==> config.mk <==
export PLATFORM = sky130hd
export DESIGN_NAME = booth_mult_arbiter
export DESIGN_NICKNAME = d
export VERILOG_FILES = /design/src/rtl/booth_arb_pkg.sv /design/src/rtl/rr_arbiter.sv /design/src/rtl/booth_mult_arbiter.sv
export SDC_FILE = /design/constraint.sdc
export NUM_CORES = 1
export LEC_CHECK = 0
export ABC_AREA = 1
export CELL_PAD_IN_SITES_DETAIL_PLACEMENT = 1
export CELL_PAD_IN_SITES_GLOBAL_PLACEMENT = 1
export CORE_ASPECT_RATIO = 1.4
export CORE_MARGIN = 10
export CORE_UTILIZATION = 36
export CTS_BUF_LIST = sky130_fd_sc_hd__clkbuf_8
export DETAILED_ROUTE_END_ITERATION = 10
export PLACE_DENSITY_LB_ADDON = 0.2
export SYNTH_ARGS = -nofsm -noshare
export SYNTH_HDL_FRONTEND = slang
export SYNTH_HIERARCHICAL = 1
export SYNTH_SLANG_ARGS = --single-unit
==> constraint.sdc <==
create_clock -name i_clock -period 8.7 [get_ports i_clock]
set_input_delay 2.175 -clock i_clock [delete_from_list [all_inputs] [get_ports i_clock]]
set_output_delay 2.175 -clock i_clock [all_outputs]
set_load 0.05 [all_outputs]
==> src/rtl/booth_arb_pkg.sv <==
// Shared types and sizing helpers for the booth multiplier arbiter.
// Latency: n/a (declarations only).
// Backpressure: n/a.
package booth_arb_pkg;

   typedef enum logic [2:0] {
      IDLE,
      ISSUE,
      WAIT,
      ABORT,
      RESPOND
   } state_t;

   // Width of a requester index; never below one bit.
   function automatic int id_width(input int num_req);
      return (num_req > 1) ? $clog2(num_req) : 1;
   endfunction

   // Width of a watchdog that must be able to hold timeout-1.
   function automatic int wd_width(input int timeout);
      return (timeout > 2) ? $clog2(timeout) : 1;
   endfunction

endpackage

==> src/rtl/rr_arbiter.sv <==
// Round-robin priority pick: first set request at or above i_ptr, wrapping.
// Latency: purely combinational.
// Backpressure: none; the caller decides whether the grant is taken.
module rr_arbiter
   import booth_arb_pkg::*;
#(
   parameter  int NUM_REQ = 4,
   localparam int ID_W    = id_width(NUM_REQ)
) (
   input  logic [NUM_REQ-1:0] i_req,
   input  logic [ID_W-1:0]    i_ptr,
   output logic [NUM_REQ-1:0] o_grant_onehot,
   output logic [ID_W-1:0]    o_grant_idx,
   output logic               o_any_grant
);

   // Walk the requests starting at the pointer; the first hit wins.
   always_comb begin
      o_grant_onehot = '0;
      o_grant_idx    = '0;
      o_any_grant    = 1'b0;
      for (int k = 0; k < NUM_REQ; k++) begin
         if (!o_any_grant && i_req[(int'(i_ptr) + k) % NUM_REQ]) begin
            o_any_grant                                  = 1'b1;
            o_grant_onehot[(int'(i_ptr) + k) % NUM_REQ] = 1'b1;
            o_grant_idx                                  = ID_W'((int'(i_ptr) + k) % NUM_REQ);
         end
      end
   end

endmodule

==> src/rtl/booth_mult_arbiter.sv <==
// Shares one Booth multiplier among NUM_REQ requesters, round-robin, one job in flight.
// Latency: grant to o_resp_valid is 2 + multiplier cycles; watchdog aborts after TIMEOUT.
// Backpressure: response held until i_resp_ready; no grants while a job or response is pending.
module booth_mult_arbiter
   import booth_arb_pkg::*;
#(
   parameter  int N       = 4,
   parameter  int NUM_REQ = 4,
   parameter  int TIMEOUT = 64,
   localparam int ID_W    = id_width(NUM_REQ)
) (
   input  logic                 i_clock,
   input  logic                 i_reset_n,
   input  logic [NUM_REQ-1:0]   i_req_valid,
   output logic [NUM_REQ-1:0]   o_req_ready,
   input  logic [NUM_REQ*N-1:0] i_req_multiplicand,
   input  logic [NUM_REQ*N-1:0] i_req_multiplier,
   output logic                 o_resp_valid,
   input  logic                 i_resp_ready,
   output logic [ID_W-1:0]      o_resp_id,
   output logic [2*N-1:0]       o_resp_product,
   output logic                 o_resp_error,
   output logic                 o_busy,
   output logic                 o_mult_start,
   output logic [N-1:0]         o_mult_multiplicand,
   output logic [N-1:0]         o_mult_multiplier,
   output logic                 o_mult_abort,
   input  logic [2*N-1:0]       i_mult_product,
   input  logic                 i_mult_done
);

   localparam int WD_W = wd_width(TIMEOUT);

   state_t         r_state;
   logic [ID_W-1:0] r_rr_ptr;
   logic [WD_W-1:0] r_wd;
   logic            r_mult_start;
   logic            r_mult_abort;
   logic [N-1:0]    r_mcand;
   logic [N-1:0]    r_mplier;
   logic [ID_W-1:0] r_resp_id;
   logic [2*N-1:0]  r_resp_product;
   logic            r_resp_error;
   logic            r_resp_valid;

   logic [NUM_REQ-1:0] w_grant;
   logic [ID_W-1:0]    w_grant_idx;
   logic               w_any_grant;
   logic [N-1:0]       w_sel_mcand;
   logic [N-1:0]       w_sel_mplier;
   logic [ID_W-1:0]    w_next_ptr;
   logic [WD_W-1:0]    w_wd_nxt;

   rr_arbiter #(.NUM_REQ(NUM_REQ)) u_rr (
      .i_req          (i_req_valid),
      .i_ptr          (r_rr_ptr),
      .o_grant_onehot (w_grant),
      .o_grant_idx    (w_grant_idx),
      .o_any_grant    (w_any_grant)
   );

   // Operand mux driven by the one-hot grant.
   always_comb begin
      w_sel_mcand  = '0;
      w_sel_mplier = '0;
      for (int i = 0; i < NUM_REQ; i++) begin
         if (w_grant[i]) begin
            w_sel_mcand  = i_req_multiplicand[i*N +: N];
            w_sel_mplier = i_req_multiplier[i*N +: N];
         end
      end
   end

   assign w_next_ptr = (w_grant_idx == ID_W'(NUM_REQ - 1)) ? '0 : w_grant_idx + ID_W'(1);
   assign w_wd_nxt   = r_wd + WD_W'(1);

   // Request/issue/wait/respond sequencer with watchdog and registered strobes.
   always_ff @(posedge i_clock or negedge i_reset_n) begin
      if (!i_reset_n) begin
         r_state        <= IDLE;
         r_rr_ptr       <= '0;
         r_wd           <= '0;
         r_mult_start   <= 1'b0;
         r_mult_abort   <= 1'b0;
         r_mcand        <= '0;
         r_mplier       <= '0;
         r_resp_id      <= '0;
         r_resp_product <= '0;
         r_resp_error   <= 1'b0;
         r_resp_valid   <= 1'b0;
      end else begin
         case (r_state)
            IDLE: begin
               if (w_any_grant) begin
                  r_mcand      <= w_sel_mcand;
                  r_mplier     <= w_sel_mplier;
                  r_resp_id    <= w_grant_idx;
                  r_rr_ptr     <= w_next_ptr;
                  r_mult_start <= 1'b1;
                  r_state      <= ISSUE;
               end
            end
            ISSUE: begin
               r_mult_start <= 1'b0;
               r_wd         <= '0;
               r_state      <= WAIT;
            end
            WAIT: begin
               r_wd <= w_wd_nxt;
               // A done arriving on the timeout cycle still counts as success.
               if (i_mult_done) begin
                  r_resp_product <= i_mult_product;
                  r_resp_error   <= 1'b0;
                  r_resp_valid   <= 1'b1;
                  r_state        <= RESPOND;
               end else if (w_wd_nxt == WD_W'(TIMEOUT - 1)) begin
                  r_mult_abort <= 1'b1;
                  r_state      <= ABORT;
               end
            end
            ABORT: begin
               r_mult_abort   <= 1'b0;
               r_resp_product <= '0;
               r_resp_error   <= 1'b1;
               r_resp_valid   <= 1'b1;
               r_state        <= RESPOND;
            end
            RESPOND: begin
               if (i_resp_ready && r_resp_valid) begin
                  r_resp_valid <= 1'b0;
                  r_state      <= IDLE;
               end
            end
            default: r_state <= IDLE;
         endcase
      end
   end

   // Accept pulse only while idle; held low during reset so every output reads zero.
   assign o_req_ready         = (r_state == IDLE && i_reset_n) ? w_grant : '0;
   assign o_busy              = (r_state != IDLE);
   assign o_mult_start        = r_mult_start;
   assign o_mult_abort        = r_mult_abort;
   assign o_mult_multiplicand = r_mcand;
   assign o_mult_multiplier   = r_mplier;
   assign o_resp_valid        = r_resp_valid;
   assign o_resp_id           = r_resp_id;
   assign o_resp_product      = r_resp_product;
   assign o_resp_error        = r_resp_error;

endmodule

# Word-level counts from Yosys, hierarchy flattened
# Cells that the tools add are included.
word_totals:
  out_inout_bits: 27
  inputBits: 48
  wordCells: 128
  regBits: 33
op_classes:
  n_bitwise: 6
  eq_ne: 12
  n_lt_le_gt_ge: 8
  n_mux: 59
  n_reduce_logical: 27
  addsub: 5
op_table:
  columns: ["operator", "n"]
  rows:
  - ["two-way mux 4 bit", 13]
  - ["two-way mux 1 bit", 21]
  - ["case mux 8 bit (2 select lines)", 1]
  - ["case mux 3 bit (5 select lines)", 1]
  - ["less-than comparator 3 x 4 -> 1 bit, second input constant", 3]
  - ["two-way mux 3 bit", 4]
  - ["bitwise OR 4 bit", 3]
  - ["case mux 6 bit (2 select lines)", 1]
  - ["two-way mux 2 bit", 5]
  - ["greater-or-equal comparator 3 x 1 -> 1 bit, second input constant", 3]
  - ["logical AND 1 bit", 9]
  - ["AND reduction 3 bit", 3]
  - ["binary-select mux 1 bit (select 2 bit)", 4]
  - ["demux 1 bit (select 2 bit)", 4]
  - ["two-way mux 8 bit", 1]
  - ["!= test 2 bit, second input constant", 4]
  - ["adder 6 x 1 -> 6 bit, second input constant", 1]
  - ["equality test 3 x 2 -> 1 bit, second input constant", 2]
  - ["equality test 6 bit, second input constant", 1]
  - ["case mux 1 bit (2 select lines)", 3]
  - ["AND reduction 2 bit", 3]
  - ["nonzero test 2 bit", 3]
  - ["nonzero test 3 bit", 2]
  - ["OR reduction 2 bit", 3]
  - ["other kinds (13)", 19]

# Logic depth before layout (Yosys ltp)
# Gate-level depths: netlist (run 1).
depth:
  depth_word: 18
  mapped_depth: 15
  ltp_nobuf: 14

# Cells and area by module
# Netlist (run 1), hierarchy kept.
modules_own_cells:
  columns: ["mod", "seq_area_each_um2", "instances", "cells_per_inst", "area_each_um2"]
  rows:
  - ["booth_mult_arbiter", 825.8, 1, 193, 1709.1]
  - ["rr_arbiter", 0.0, 1, 74, 440.4]

# Least setup slack after synthesis (run 1)
# OpenSTA, ideal clock, no wires.
synth_path:
  path_type: "input -> output"
  from: "input port i_req_valid[3]"
  to: "output port o_req_ready[3]"
  path_buffers: 1
  slack_ns: 2.442
  required_ns: 6.525
  arrival_time_ns: 4.083
  path_stages: 10
  cell_sequence: "inv_1 -> nand2_1 -> nand3_4 -> nand2_4 -> nor2_1 -> a21oi_1 -> nand3_1 -> clkbuf_1 -> clkinv_1 -> nor2_1"
synth_via:
  elab_chain_cells: 13
  elab_cells_between_ends: 28
  classes_between: "mux: 19; bitwise: 3; reduce/logical: 6"
synth_lines:
  columns: ["item", "line_no", "text"]
  rows:
  - ["from (decl)", "booth_mult_arbiter.sv:14", "input logic [NUM_REQ-1:0] i_req_valid,"]
  - ["binary-select mux 1 bit (select 2 bit)", "rr_arbiter.sv:23", "if (!o_any_grant && i_req[(int'(i_ptr) + k) % NUM_REQ]) begin"]
  - ["two-way mux 1 bit (implied by the code)", "rr_arbiter.sv:23", null]
  - ["two-way mux 1 bit", "rr_arbiter.sv:23", null]
  - ["zero test 1 bit", "rr_arbiter.sv:23", null]
  - ["logical AND 1 bit", "rr_arbiter.sv:23", null]
  - ["two-way mux 1 bit", "rr_arbiter.sv:23", null]
  - ["zero test 1 bit", "rr_arbiter.sv:23", null]
  - ["logical AND 1 bit", "rr_arbiter.sv:23", null]
  - ["two-way mux 1 bit", "rr_arbiter.sv:23", null]
  - ["zero test 1 bit", "rr_arbiter.sv:23", null]
  - ["logical AND 1 bit", "rr_arbiter.sv:23", null]
  - ["two-way mux 4 bit (*)", "rr_arbiter.sv:23", null]
  - ["net w_grant[3]", "booth_mult_arbiter.sv:46", "logic [NUM_REQ-1:0] w_grant;"]
  - ["two-way mux 4 bit (*)", "booth_mult_arbiter.sv:140", "assign o_req_ready = (r_state == IDLE && i_reset_n) ? w_grant : '0;"]
  - ["to (decl)", "booth_mult_arbiter.sv:15", "output logic [NUM_REQ-1:0] o_req_ready,"]
# Mark *: on every way through the listed nets, which the timed path passes. The rest lies on a longest branch. The select of a mux whose other input is x is not followed.

# Worst setup path in the final report (run 1)
# Ends and elaborated chain as after synthesis.

==> key figures, run 1 <==
STA
  • Fmax achieved: approximately 140 MHz
  • Clock Skews: 0.00443 ns
  • Setup WS post-layout: between 1 and 1.5 ns
  • Final setup vio count: 0
  • Minimum clock period: slightly above 7 ns
  • Worst-Margin Slew: 0.554 ns
  • Setup TNS: 0 ns
  • Tcrit/Tclk final: 82.9%
  • Relative slew slack: 62.9%
  • Final Max Tran Viols: 0
  • RSZ-0062 raised after global routing: no
  • Final hold vios: 0

Power and ir drop
  • Sw power: 0.739 mW
  • Combinational share of power: a little over two thirds
  • Pwr/cell area: 448 mW/mm^2
  • Internal power: 0.610 mW
  • Sequential Power Share: 20.8%
  • Switching share of power: 54.8%
  • P_leak: ~1.4 nW
  • VDD IR-drop max: 272 uV
  • Clk network pwr share: under 10%
  • Pwr Total: 1.35 mW

Yosys
  • Seq/Total Area, Yosys: roughly two fifths
  • FF+latch count, synth: 33
  • Syn Nets: between 300 and 400
  • Avg Cell Area, Syn: 8.05 sq um
  • Largest family of logic cells by synthesized area: simple AND/OR/NAND/NOR gates
  • XOR/XNOR Fraction of Synth Area: 0%
  • Synth Area in Compound Gates: about a fifth
  • Yosys cell types: 32
  • Post-synthesis cell count: 267
  • Post-synthesis simple-gate area fraction: 30.0%
  • Adder-cell area share of the yosys netlist: 4.66%
  • YS warnings: 6
  • Area of the mapped netlist: 0.00215 sq mm
  • Post-synthesis mux area share: 0%

Die
  • Die area: 0.00951 sq mm
  • Initial Util: 36.9%
  • Die width: 85.3 microns
  • DIE HEIGHT: ~110 microns
  • Top-Level Pins: 75
  • Core area: just under 0.006 sq mm
  • FP Rows: 33

Global routing
  • Total track usage: ~14%
  • Global-route wire length before repair: 11300 microns
  • Largest net degree at the start of global routing: 35
  • GR Overflow Total: 0
  • Vias in the first global route: 2355
  • Initial antenna violation count: 0

Placed design
  • Pre-CTS WS: 1.51 ns
  • GPL Wtd Cong: ~0.96
  • Detail Placement HPWL: 5600 microns
  • Port Buffers: 74

Critical path
  • Crit end category: output port
  • Worst reg2reg path startpoint: r_rr_ptr[0]$_DFFE_PN0P_
  • Slowest cell on crit path: clkdlybuf4s50_1
  • CP peak stage delay: a little over 0.8 ns
  • Register-to-register setup slack: 5.72 ns
  • WP data required: 6.53 ns
  • Critical path class: input pin to output port
  • CP startpoint kind: input pin
  • Arrival time worst endpoint: 5.04 ns
  • Crit path max fanout: 9
  • Cell chain of the critical path: clkdlybuf4s50_1 -> inv_1 -> nand2_1 -> nand3_4 -> nand2_4 -> nor2_1 -> a21oi_1 -> nand3_1 -> clkinv_1 -> nor2_1 -> clkdlybuf4s50_1
  • R2r worst-path depth: 11
  • R2R Path End: o_mult_multiplicand[0]$_DFFE_PN0P_

Clock network
  • Root Buffer: clkbuf_8
  • Setup repair bufs after CTS: 0
  • CTS tree: yes
  • CTS Buf Count: 5
  • Worst-path clk slew: 0.06 ns
  • Hold_buf cts: 0
  • H-tree Lvls: 2
  • CTS sink cnt: 33
  • Clock Path Buffers: 2
  • PostCTS Resize Cnt: 0
  • Clock latency on the worst-skew pair: between 0.2 and 0.3 ns

Detailed routing
  • Routed Antenna Nets: 0
  • Vias: between 2000 and 2500
  • Initial drt markers: between 60 and 70
  • Routed len/inst: between 15 and 20 microns
  • DRC: 0
  • Pre-Repair DR Iteration Count: 5
  • Vias/cell: 5.28
  • DRT Wirelength: 6850 microns

Final layout
  • Final net count: 398
  • Final Util: just over 50%
  • Commonest non-fill, non-tap cell in the layout: clkdlybuf4s50_1
  • Synthesis-to-layout area growth: 40.2%
  • Most frequent cells in the layout: clkdlybuf4s50_1 (74), nand2_1 (65), dfrtp_1 (33)
  • Storage element area: 826 sq um
  • Inserted Diodes: 0
  • Area of the multi-input gates: between 0.001 and 0.0015 sq mm
  • Share of cells above drive strength 1: a little under a tenth
  • Filler cells: 719

Run status
  • Outcome: finished, final reports clean

Job
  • Max-cap viol count: 0

Worst hold path
  • Worst Hold Launch: o_resp_error$_DFFE_PN0P_
  • Hold WC Path Type: flop to flop
  • Worst hold endpoint: o_resp_error$_DFFE_PN0P_
  • Hold path cells: 2
## power groups by stage
stage	clock [mW]	combinational, mW	sequential (mW)
floorplan	0	0.553	0.436
global placement	0	0.932	0.281
detailed placement	0	0.960	0.284
CTS	0.116	0.962	0.283
global route	0.125	1.04	0.293
finish	0.114	0.954	0.281
## layer usage
metal	wire length [microns]	GRT usage, %	vias to the layer above	part of all wire (%)
met4	140	5.07	0	2.0
met1	2570	14.4	1033	38
li1	-	-	1060	-
met3	435	4.08	15	6.3
met5	0	0	-	0
met2	3700	26.7	68	54
## cells in the mapped netlist (all sizes together)
library cell / count / area [sq um]
nand2: 76 / 328
dfrtp: 33 / 826
inv: 26 / 97.6
nand3: 25 / 143
a21oi: 24 / 120
nor2: 16 / 101
nand4: 10 / 62.6
a22o: 8 / 71.3
a2bb2oi: 8 / 76.3
ha: 8 / 100
o211ai: 8 / 60.1
buf: 6 / 55.1
o21ai: 6 / 30.0
a21boi: 4 / 30.0
o22ai: 3 / 18.8
clkinv: 2 / 7.51
clkbuf: 1 / 3.75
nor3: 1 / 5.00
o21a: 1 / 7.51
or2: 1 / 6.26
## cells by family (layout without fill, tap and decap cells)
logic type,count (synthesis),count (layout)
DFF,33,33
buffers and inverters,35,110
AOI/OAI and AO/OA,62,62
adders and majority gates,8,8
and+or+nand+nor,129,129
## worst max-delay path: cells and delay by family
kind	cells	cell delay, ns
buffers and inverters	4	1.62
AND/OR/NAND/NOR	6	1.11
AO/OA/AOI/OAI	1	0.13
## stage by stage
step | cells | hold slack, ns | area [sq um]
2_1_floorplan | 267 | 0.530 | 2150
3_3_place_gp | 405 | 0.462 | 2930
3_5_place_dp | 405 | 0.467 | 2930
4_1_cts | 412 | 0.482 | 3010
5_1_grt | 412 | 0.526 | 3010
6_report | 412 | 0.473 | 3010
## registers in the layout, summed over array words and instances (netlist names)
register             cells
o_resp_product           8
o_mult_start             1
r_wd                     6
r_rr_ptr                 2
o_mult_multiplicand      4
o_resp_valid             1
o_mult_multiplier        4
o_mult_abort             1
r_state                  3
o_resp_error             1
o_resp_id                2
## worst max-delay path by stage
stage | from | end | slack, ns
global placement | i_req_valid[3] | o_req_ready[2] | 1.62
floorplan | i_req_valid[3] | o_req_ready[3] | 2.44
detailed placement | i_req_valid[3] | o_req_ready[3] | 1.51
finish | i_req_valid[3] | o_req_ready[3] | 1.48
CTS | i_req_valid[3] | o_req_ready[3] | 1.48
global route | i_req_valid[3] | o_req_ready[3] | 1.23
## area by class of cell
| type | count | share of cell area, % |
|---|---|---|
| clock buffers | 6 | 2.74 |
| clock inverters | 1 | 0.125 |
| inverters | 28 | 3.49 |
| multi-input cells | 199 | 38.5 |
| repair buffers | 75 | 24.8 |
| flip-flops and latches | 33 | 27.4 |
| well taps | 70 | 2.91 |
Power figures use the tool's default switching activity.
==> inputs of run 2 (changes only) <==
- CORE_UTILIZATION: 36 -> 33
- clock period: 8.7 -> 6.7 ns (I/O delays scaled with it)
==> run 2 against run 1 <==
Compared with the run above:
- non-clock buffer count is the same
- sequential share of layout area is essentially flat
- flip-flop and latch count is the same
- combinational power grew 28%
- largest power group unchanged
- worst hold slack gained 0.0083 ns
- design area is essentially flat
- routed wire length grew 0.80%
- die area grew 7.2%
==> key figures, run 2 (synthesized netlist as in run 1, its figures left out) <==
Die
  • Die area: between 0.01 and 0.015 sq mm
  • DIE HEIGHT: 115 microns
  • Top-Level Pins: 75
  • Die width: 88.2 microns
  • Core area: between 0.006 and 0.007 sq mm
  • FP Rows: 34
  • Initial Util: between 30% and 40%

Placed design
  • GPL Wtd Cong: ~0.89
  • Port Buffers: 74
  • Detail Placement HPWL: ~5600 microns

Detailed routing
  • DRT Wirelength: 6910 microns
  • Routed Antenna Nets: 0
  • Pre-Repair DR Iteration Count: 4
  • DRC: 0
  • Vias: 2146
  • Routed len/inst: between 15 and 20 microns
  • Vias/cell: 5.17
  • Initial drt markers: roughly 50

Clock network
  • Worst-path clk slew: roughly 0.070 ns
  • Clock latency on the worst-skew pair: 0.28 ns
  • CTS Buf Count: 5
  • CTS tree: yes
  • Root Buffer: clkbuf_8
  • Clock Path Buffers: 2
  • Hold_buf cts: 0
  • PostCTS Resize Cnt: 0
  • H-tree Lvls: 2
  • CTS sink cnt: 33
  • Setup repair bufs after CTS: 0

Worst hold path
  • Hold WC Path Type: flop to flop
  • Hold path cells: 2

Final layout
  • Synthesis-to-layout area growth: 40.3%
  • Inserted Diodes: 0
  • Final net count: around 400
  • Most frequent cells in the layout: clkdlybuf4s50_1 (74), nand2_1 (65), dfrtp_1 (33)
  • Share of cells above drive strength 1: 9.91%
  • Number of flip-flops in the largest register: 8
  • Final Util: 47.9%
  • Commonest non-fill, non-tap cell in the layout: clkdlybuf4s50_1

STA
  • Minimum clock period: slightly above 6 ns
  • Setup TNS: 0 ns
  • Fmax achieved: 161 MHz
  • Clock Skews: 0.00671 ns
  • Relative slew slack: 64.0%
  • RSZ-0062 raised after global routing: no
  • Final hold vios: 0
  • Final Max Tran Viols: 0
  • Final setup vio count: 0
  • WHS: 0.481 ns
  • Tcrit/Tclk final: 92.8%
  • Worst-Margin Slew: approximately 0.54 ns

Job
  • Max-cap viol count: 0

Critical path
  • R2r worst-path depth: 11
  • CP peak stage delay: roughly 0.83 ns
  • Arrival time worst endpoint: 4.54 ns
  • Slowest cell on crit path: clkdlybuf4s50_1
  • Crit end category: output port
  • WP data required: 5.03 ns
  • Cell chain of the critical path: clkdlybuf4s50_1 -> inv_1 -> nand2_1 -> nand3_4 -> nand2_4 -> nor2_1 -> a21oi_1 -> nand3_1 -> clkinv_1 -> nor2_1 -> clkdlybuf4s50_1
  • Crit path max fanout: 9
  • CP startpoint kind: input pin
  • Critical path class: input pin to output port

Power and ir drop
  • VDD IR-drop max: about 240 uV
  • Pwr/cell area: ~580 mW/mm^2
  • P_leak: between 1 and 1.5 nW

Run status
  • Outcome: finished, final reports clean

Global routing
  • Vias in the first global route: ~2300
  • Global-route wire length before repair: 11400 microns
  • Initial antenna violation count: 0
  • Largest net degree at the start of global routing: 34
  • GR Overflow Total: 0
  • Total track usage: 13.9%
-- run 2: layer usage --
layer,global-route usage [%],share of wire [%],vias to the layer above
met2,25.8,55,50
met1,15.0,39,1031
met3,2.60,4.3,5
met5,0,0,-
li1,-,-,1060
met4,5.19,1.5,0
-- run 2: final cells by class --
cell class              instances  area (sq um)
inverters                      28           105
well taps                      72          90.1
multi-input cells             199          1160
flip-flops and latches         33           826
clock inverters                 3          17.5
clock buffers                   5          68.8
repair buffers                 75           748
fillers                       788          3280
-- run 2: where the power goes --
part           internal [mW]  switching [mW]  total (mW)  leakage, nW
Clock                 0.0717          0.0779       0.150       0.0439
Combinational          0.422           0.802        1.22        0.920
Sequential             0.287          0.0764       0.364        0.412
Total                  0.781           0.956        1.74         1.38
-- run 2: critical path: cells and delay by family --
family / cells / cell delay [ns]
and+or+nand+nor: 6 / 1.10
AOI/OAI and AO/OA: 1 / 0.12
buffers and inverters: 4 / 1.64
-- run 2: path summary, 6_finish.rpt --
path,start,endpoint,slack [ns]
setup / recovery,i_req_valid[3],o_req_ready[3],0.49
hold / removal,o_resp_error$_DFFE_PN0P_,o_resp_error$_DFFE_PN0P_,0.48
setup reg to reg,r_rr_ptr[0]$_DFFE_PN0P_,o_mult_multiplicand[3]$_DFFE_PN0P_,3.73
hold reg to reg,o_resp_error$_DFFE_PN0P_,o_resp_error$_DFFE_PN0P_,0.48
max in group asynchronous,i_reset_n,o_mult_multiplier[3]$_DFFE_PN0P_,4.46
min in group asynchronous,i_reset_n,r_wd[4]$_DFFE_PN0P_,1.92
-- run 2: per-stage QoR --
| step | power [mW] | instance area (sq um) | setup WS, ns | instances |
|---|---|---|---|---|
| 6_report | 1.74 | 3020 | 0.485 | 415 |
| 5_1_grt | 1.89 | 3020 | 0.201 | 415 |
| 4_1_cts | 1.76 | 3020 | 0.483 | 415 |
| 3_5_place_dp | 1.60 | 2930 | 0.501 | 407 |
| 3_3_place_gp | 1.58 | 2930 | 0.574 | 407 |
| 2_1_floorplan | 1.28 | 2150 | 1.44 | 267 |
